[config.mk]
export PLATFORM = sky130hd
export DESIGN_NAME = bch_syndrome
export DESIGN_NICKNAME = d
export VERILOG_FILES = /design/src/rtl/bch_pkg.sv /design/src/rtl/bch_syn_cell.sv /design/src/rtl/bch_syndrome.sv
export SDC_FILE = /design/constraint.sdc
export NUM_CORES = 1
export LEC_CHECK = 0
export BUFFER_PORTS_ARGS = -buffer_cell sky130_fd_sc_hd__buf_2
export CAP_MARGIN = 20
export CORE_MARGIN = 2
export CORE_UTILIZATION = 49
export CTS_BUF_LIST = sky130_fd_sc_hd__clkbuf_4 sky130_fd_sc_hd__clkbuf_8
export DETAILED_ROUTE_END_ITERATION = 10
export PLACE_DENSITY = 0.79
export SLEW_MARGIN = 20
export SYNTH_ARGS = -nofsm -noshare
export SYNTH_HDL_FRONTEND = slang
export SYNTH_HIERARCHICAL = 1
export SYNTH_SLANG_ARGS = --single-unit
[constraint.sdc]
create_clock -name clk -period 23.6 [get_ports clk]
set_clock_uncertainty 0.2 [all_clocks]
set_input_delay 2.36 -clock clk [delete_from_list [all_inputs] [get_ports clk]]
set_output_delay 2.36 -clock clk [all_outputs]
set_load 0.005 [all_outputs]
[src/rtl/bch_pkg.sv]
// Shared BCH(255,191,t=8) field definitions and GF(2^8) helpers for the
// encoder/syndrome/locator chain.
package bch_pkg;

   localparam int unsigned N     = 255;
   localparam int unsigned K     = 191;
   localparam int unsigned T     = 8;
   localparam int unsigned M     = 8;
   localparam int unsigned NSYN  = 2 * T;
   localparam int unsigned CNT_W = 8;

   localparam logic [M:0] PRIM_POLY = 9'h11D;

   // Multiply by alpha (x) and reduce modulo PRIM_POLY.
   function automatic logic [M-1:0] gf_xtime(input logic [M-1:0] x);
      return {x[M-2:0], 1'b0} ^ (PRIM_POLY[M-1:0] & {M{x[M-1]}});
   endfunction

   // x * alpha^j; j is a constant at every RTL call site, so this folds to XORs.
   function automatic logic [M-1:0] gf_mul_const(input logic [M-1:0] x,
                                                 input int unsigned j);
      logic [M-1:0] r;
      r = x;
      for (int unsigned i = 0; i < j; i++) r = gf_xtime(r);
      return r;
   endfunction

   // General shift-and-add multiplier, not used in the datapath.
   function automatic logic [M-1:0] gf_mul(input logic [M-1:0] a,
                                           input logic [M-1:0] b);
      logic [M-1:0] r;
      logic [M-1:0] p;
      r = '0;
      p = a;
      for (int unsigned i = 0; i < M; i++) begin
         if (b[i]) r = r ^ p;
         p = gf_xtime(p);
      end
      return r;
   endfunction

   function automatic logic [(NSYN+1)*M-1:0] build_alpha_tab();
      logic [(NSYN+1)*M-1:0] tab;
      tab = '0;
      for (int unsigned j = 0; j <= NSYN; j++)
         tab[j*M +: M] = gf_mul_const(M'(1), j);
      return tab;
   endfunction

   // alpha^j in bits [j*M +: M], j = 0..2T.
   localparam logic [(NSYN+1)*M-1:0] ALPHA_TAB = build_alpha_tab();

endpackage

[src/rtl/bch_syn_cell.sv]
// One Horner syndrome register: S <= S*alpha^J + b per enabled cycle.
module bch_syn_cell
   import bch_pkg::*;
#(
   parameter int unsigned J = 1
) (
   input  logic         clk,
   input  logic         rst,
   input  logic         clr,
   input  logic         en,
   input  logic         b,
   output logic [M-1:0] s,
   output logic [M-1:0] s_nxt_c
);

   assign s_nxt_c = gf_mul_const(s, J) ^ {{(M-1){1'b0}}, b};

   always_ff @(posedge clk or posedge rst) begin
      if (rst)      s <= '0;
      else if (clr) s <= '0;
      else if (en)  s <= s_nxt_c;
   end

endmodule

[src/rtl/bch_syndrome.sv]
// Bit-serial BCH(255,191) syndrome generator: evaluates r(x) at alpha^1..alpha^16,
// MSB (x^254) first, one codeword bit per clock.
module bch_syndrome
   import bch_pkg::*;
(
   input  logic              clk,
   input  logic              rst,
   input  logic              start,
   input  logic [N-1:0]      codeword,
   output logic              ready,
   output logic              done,
   output logic [NSYN*M-1:0] syndromes,
   output logic              error
);

   typedef enum logic [1:0] {IDLE, BUSY, DONE} state_t;

   state_t             state, state_nxt;
   logic               load_c;
   logic               busy_c;
   logic [N-1:0]       shreg;
   logic [CNT_W-1:0]   cnt;
   logic [M-1:0]       syn_nxt_c [NSYN];
   logic               err_nxt_c;

   always_ff @(posedge clk or posedge rst) begin
      if (rst) state <= IDLE;
      else     state <= state_nxt;
   end

   always_comb begin
      state_nxt = state;
      load_c    = 1'b0;
      unique case (state)
         IDLE: if (start) begin
            state_nxt = BUSY;
            load_c    = 1'b1;
         end
         BUSY: if (cnt == CNT_W'(N - 1)) state_nxt = DONE;
         DONE: begin
            load_c    = start;
            state_nxt = start ? BUSY : IDLE;
         end
         default: state_nxt = IDLE;
      endcase
   end

   assign busy_c = (state == BUSY);

   always_ff @(posedge clk or posedge rst) begin
      if (rst) begin
         shreg <= '0;
         cnt   <= '0;
      end else if (load_c) begin
         shreg <= codeword;
         cnt   <= '0;
      end else if (busy_c) begin
         shreg <= {shreg[N-2:0], 1'b0};
         cnt   <= cnt + CNT_W'(1);
      end
   end

   for (genvar g = 0; g < NSYN; g++) begin : g_cell
      bch_syn_cell #(.J(g + 1)) u_cell (
         .clk     (clk),
         .clr     (load_c),
         .rst     (rst),
         .en      (busy_c),
         .b       (shreg[N-1]),
         .s       (syndromes[g*M +: M]),
         .s_nxt_c (syn_nxt_c[g])
      );
   end

   // Error flag looks at the values being written on the final bit edge.
   always_comb begin
      err_nxt_c = 1'b0;
      for (int unsigned g = 0; g < NSYN; g++) err_nxt_c = err_nxt_c | (|syn_nxt_c[g]);
   end

   always_ff @(posedge clk or posedge rst) begin
      if (rst) begin
         ready <= 1'b1;
         done  <= 1'b0;
         error <= 1'b0;
      end else begin
         ready <= (state_nxt != BUSY);
         done  <= busy_c && (state_nxt == DONE);
         if (load_c)                             error <= 1'b0;
         else if (busy_c && state_nxt == DONE)   error <= err_nxt_c;
      end
   end

endmodule

==> results by group <==
Global route
  – Initial antenna violation count: 14
  – Largest net degree at the start of global routing: 264
  – Vias in the first global route: 16,700
  – GR Overflow Total: 0
  – Gr usage total: 24.0%
  – First-pass GRT wire length: 86.7 mm

Timing
  – Hold Slack: 0.274 ns
  – Fin crit period: slightly above 5 ns
  – Final Slew Violations: 0
  – Setup TNS Final: 0 ns
  – Count of final hold-check violations: 0
  – Final setup vio count: 0
  – Rel. slew slack: 28.1%
  – Slew at the pin with the worst max-slew slack: 1.08 ns
  – Fmax: between 150 and 200 MHz
  – Final period utilization: about 22%
  – Unrepaired setup endpoints after global routing: false

Logic synthesis
  – Post-synthesis adder-cell area fraction: 0.119%
  – Distinct cell type count after synthesis: 63
  – Xor/xnor share of the synthesized area: 13.9%
  – Combinational family with the most area after synthesis: simple AND/OR/NAND/NOR gates
  – Syn avg cell area: 9.18 µm²
  – Yosys warnings: 6
  – Mapped cell area: approximately 0.021 mm²
  – Simple-Gate Fraction of Synth Area: 19.7%
  – Post-synth net total: ~2,600
  – Asr flop ratio synth: 100%
  – Compound-Gate Fraction of Synth Area: 9.97%
  – Yosys reg bits: around 400
  – Sequential share of the synthesized area: between 40% and 50%
  – EDFF count, synth: 0
  – Ys flop type: dfrtp_1
  – Mux share of post-synthesis cell area: 3.17%
  – Synth Instances: around 2,300

Floorplan
  – I/O pin total: 389
  – Chip Width: ~210 µm
  – Core area: 0.0428 mm²
  – Die height: ~210 µm
  – Num rows: 76
  – Die area: 0.0448 mm²
  – Initial Utilization: 49.3%

Critical path
  – Slowest stage cell, crit path: buf_4
  – Startpoint Class: input port
  – CP Class: in -> reg
  – Reg-to-reg startpoint: state[1]
  – CP cell instances: buf_2 -> nand2b_4 -> buf_4 -> buf_12 -> buf_6 -> nor2_1 -> a31oi_1
  – Worst path bufs/invs: 4
  – Critical Path RT: 23.93 ns
  – Critical path's top delay family: buffers and inverters
  – Longest individual stage delay on the worst path: 0.76 ns
  – Critical R2R Capture: shreg[237]
  – Reg2reg path depth: 6
  – Crit. End Element: flip-flop
  – CP startpoint: start
  – Critical path fanouts, max: 263
  – CP arrival: 5.41 ns
  – Reg2Reg Setup Slack: between 15 and 20 ns

Worst hold path
  – HP Start: shreg[66]
  – Hold depth: 2
  – Endpoint, Worst Hold: shreg[66]
  – HP Class: reg -> reg

Clocking
  – CTS hold repair buffers: 0
  – Setup bufs post-CTS: 0
  – TritonCTS buffer count: 71
  – Clock sink count: 396
  – Worst-Skew Late Latency: between 0.6 and 0.7 ns
  – CTS tree: built
  – Worst-path clk slew: roughly 0.060 ns
  – H-tree level count: 3
  – Post-CTS Resized: 0
  – Root Driver: clkbuf_8
  – Clock Tree Buf Depth: 3

Outcome
  – Status: complete, no violations

Final layout
  – Non-Filler Instances: roughly 3,200
  – Layout cell share with drive strength beyond 1: between 20% and 30%
  – Most frequent cells in the layout: nand2_1, dfrtp_1, buf_2
  – Commonest non-fill, non-tap cell in the layout: nand2_1
  – Nets: 2,846
  – Final Cell Area: 0.0243 mm²
  – Area grow syn2layout: 15.0%

Placed design
  – Total placed cells including tap cells: 3,059
  – Buffers added on ports: slightly below 400
  – Hpwl dp: 36.1 mm
  – GP Congestion: 0.887
  – Area after DPL: 0.0227 mm²

Routing
  – Drt pass-1 iters: 5
  – Met3 wire length: 4.01 mm
  – Top layer in use: met5
  – Met1 WL: 23.1 mm
  – DR WL/cell: 17.2 µm
  – Final wirelength: 54.8 mm
  – Iter 0 DRT Violations: around 1,600
  – Post-DRT Antenna Nets: 0
  – Routed vias: 17,400
  – WL met2: approximately 26 mm
  – Vias/cell: 5.45
  – Drt drc: 0

Power
  – Max IR drop VDD: 0.0000719 V
  – Pleak: 12.0 nW
  – Post-layout power: 3.85 mW
  – Power per Cell Area: 158 mW/mm²

Flow run
  – Max Cap Viol: 0
==> worst reg2reg max path, stage by stage, from the launching register on <==
cell,delay [ns]
dfrtp_1,0.36
nand2b_4,0.49
clkinv_8,0.73
buf_6,0.72
buf_4,0.92
nand2_1,0.18
a31oi_1,0.22
==> cell type report <==
type,count,area [µm²]
fill,3716,18500
inverter,45,191
sequential,396,9910
antenna,9,22.5
clock buffer,104,1330
clock inverter,18,190
multi-input combinational,1673,9900
timing repair buffer,399,2060
tap,546,683
==> sequential cells by signal (all words and copies together), names as in the netlist <==
register / flops
cnt: 8
g_cell.u_cell/s: 128
error: 1
shreg: 255
ready: 1
done: 1
state: 2
==> layer usage <==
layer	vias to the layer above	track usage, %
li1	8196	-
met2	547	37.4
met5	-	0
met1	8514	31.9
met3	127	6.94
met4	12	8.77
==> kinds of logic (layout without fill, tap and decap cells) <==
logic type	count (synthesis)	after routing
and+or+nand+nor	1033	1033
DFF	396	396
adders and majority gates	2	2
other	0	9
xor gates and xnor gates	248	248
buffers and inverters	230	566
AOI/OAI and AO/OA	324	324
muxes	66	66
==> report_power, final <==
group          leakage [nW]  internal [mW]  switching, mW  total, mW
combinational          6.45          0.922          0.872       1.79
sequential             4.73           1.02          0.342       1.36
clock                 0.797          0.388          0.299      0.687
total                  12.0           2.33           1.51       3.85
==> metrics by stage <==
| stage | util [%] | setup slack [ns] |
|---|---|---|
| global route | 56.7 | 18.29 |
| global placement | 53.1 | 17.84 |
| CTS | 56.7 | 18.36 |
| detailed placement | 53.1 | 17.69 |
| floorplan | - | 13.66 |
| finish | 56.8 | 18.52 |
==> synth_stat cells (all sizes together), types with 8 or more instances <==
cell    number  area, µm²
a31o         8       70.1
o21ai       12       60.1
or3         12       75.1
xor3        24        594
nand4       12       75.1
mux2i       59        591
nor2       387       1460
nor4        34        213
xor2        71        689
nand2      533       2000
nor3        10       50.1
buf        159       1020
xnor2      137       1270
a31oi      251       1570
nand2b      13       81.3
dfrtp      395       9880
xnor3       16        369
clkbuf      25        121
or2         10       62.6
nor2b        8       50.1
a21oi       20        100
inv         45        174
==> worst max path at each step <==
stage | end | slack [ns] | cells after the start
finish | shreg[28] | 18.52 | 7
global route | shreg[44] | 18.29 | 7
CTS | shreg[28] | 18.36 | 7
detailed placement | shreg[33] | 17.69 | 6
global placement | shreg[34] | 17.84 | 6
floorplan | cnt[0] | 13.66 | 1
(Power assumes the default switching activity.)
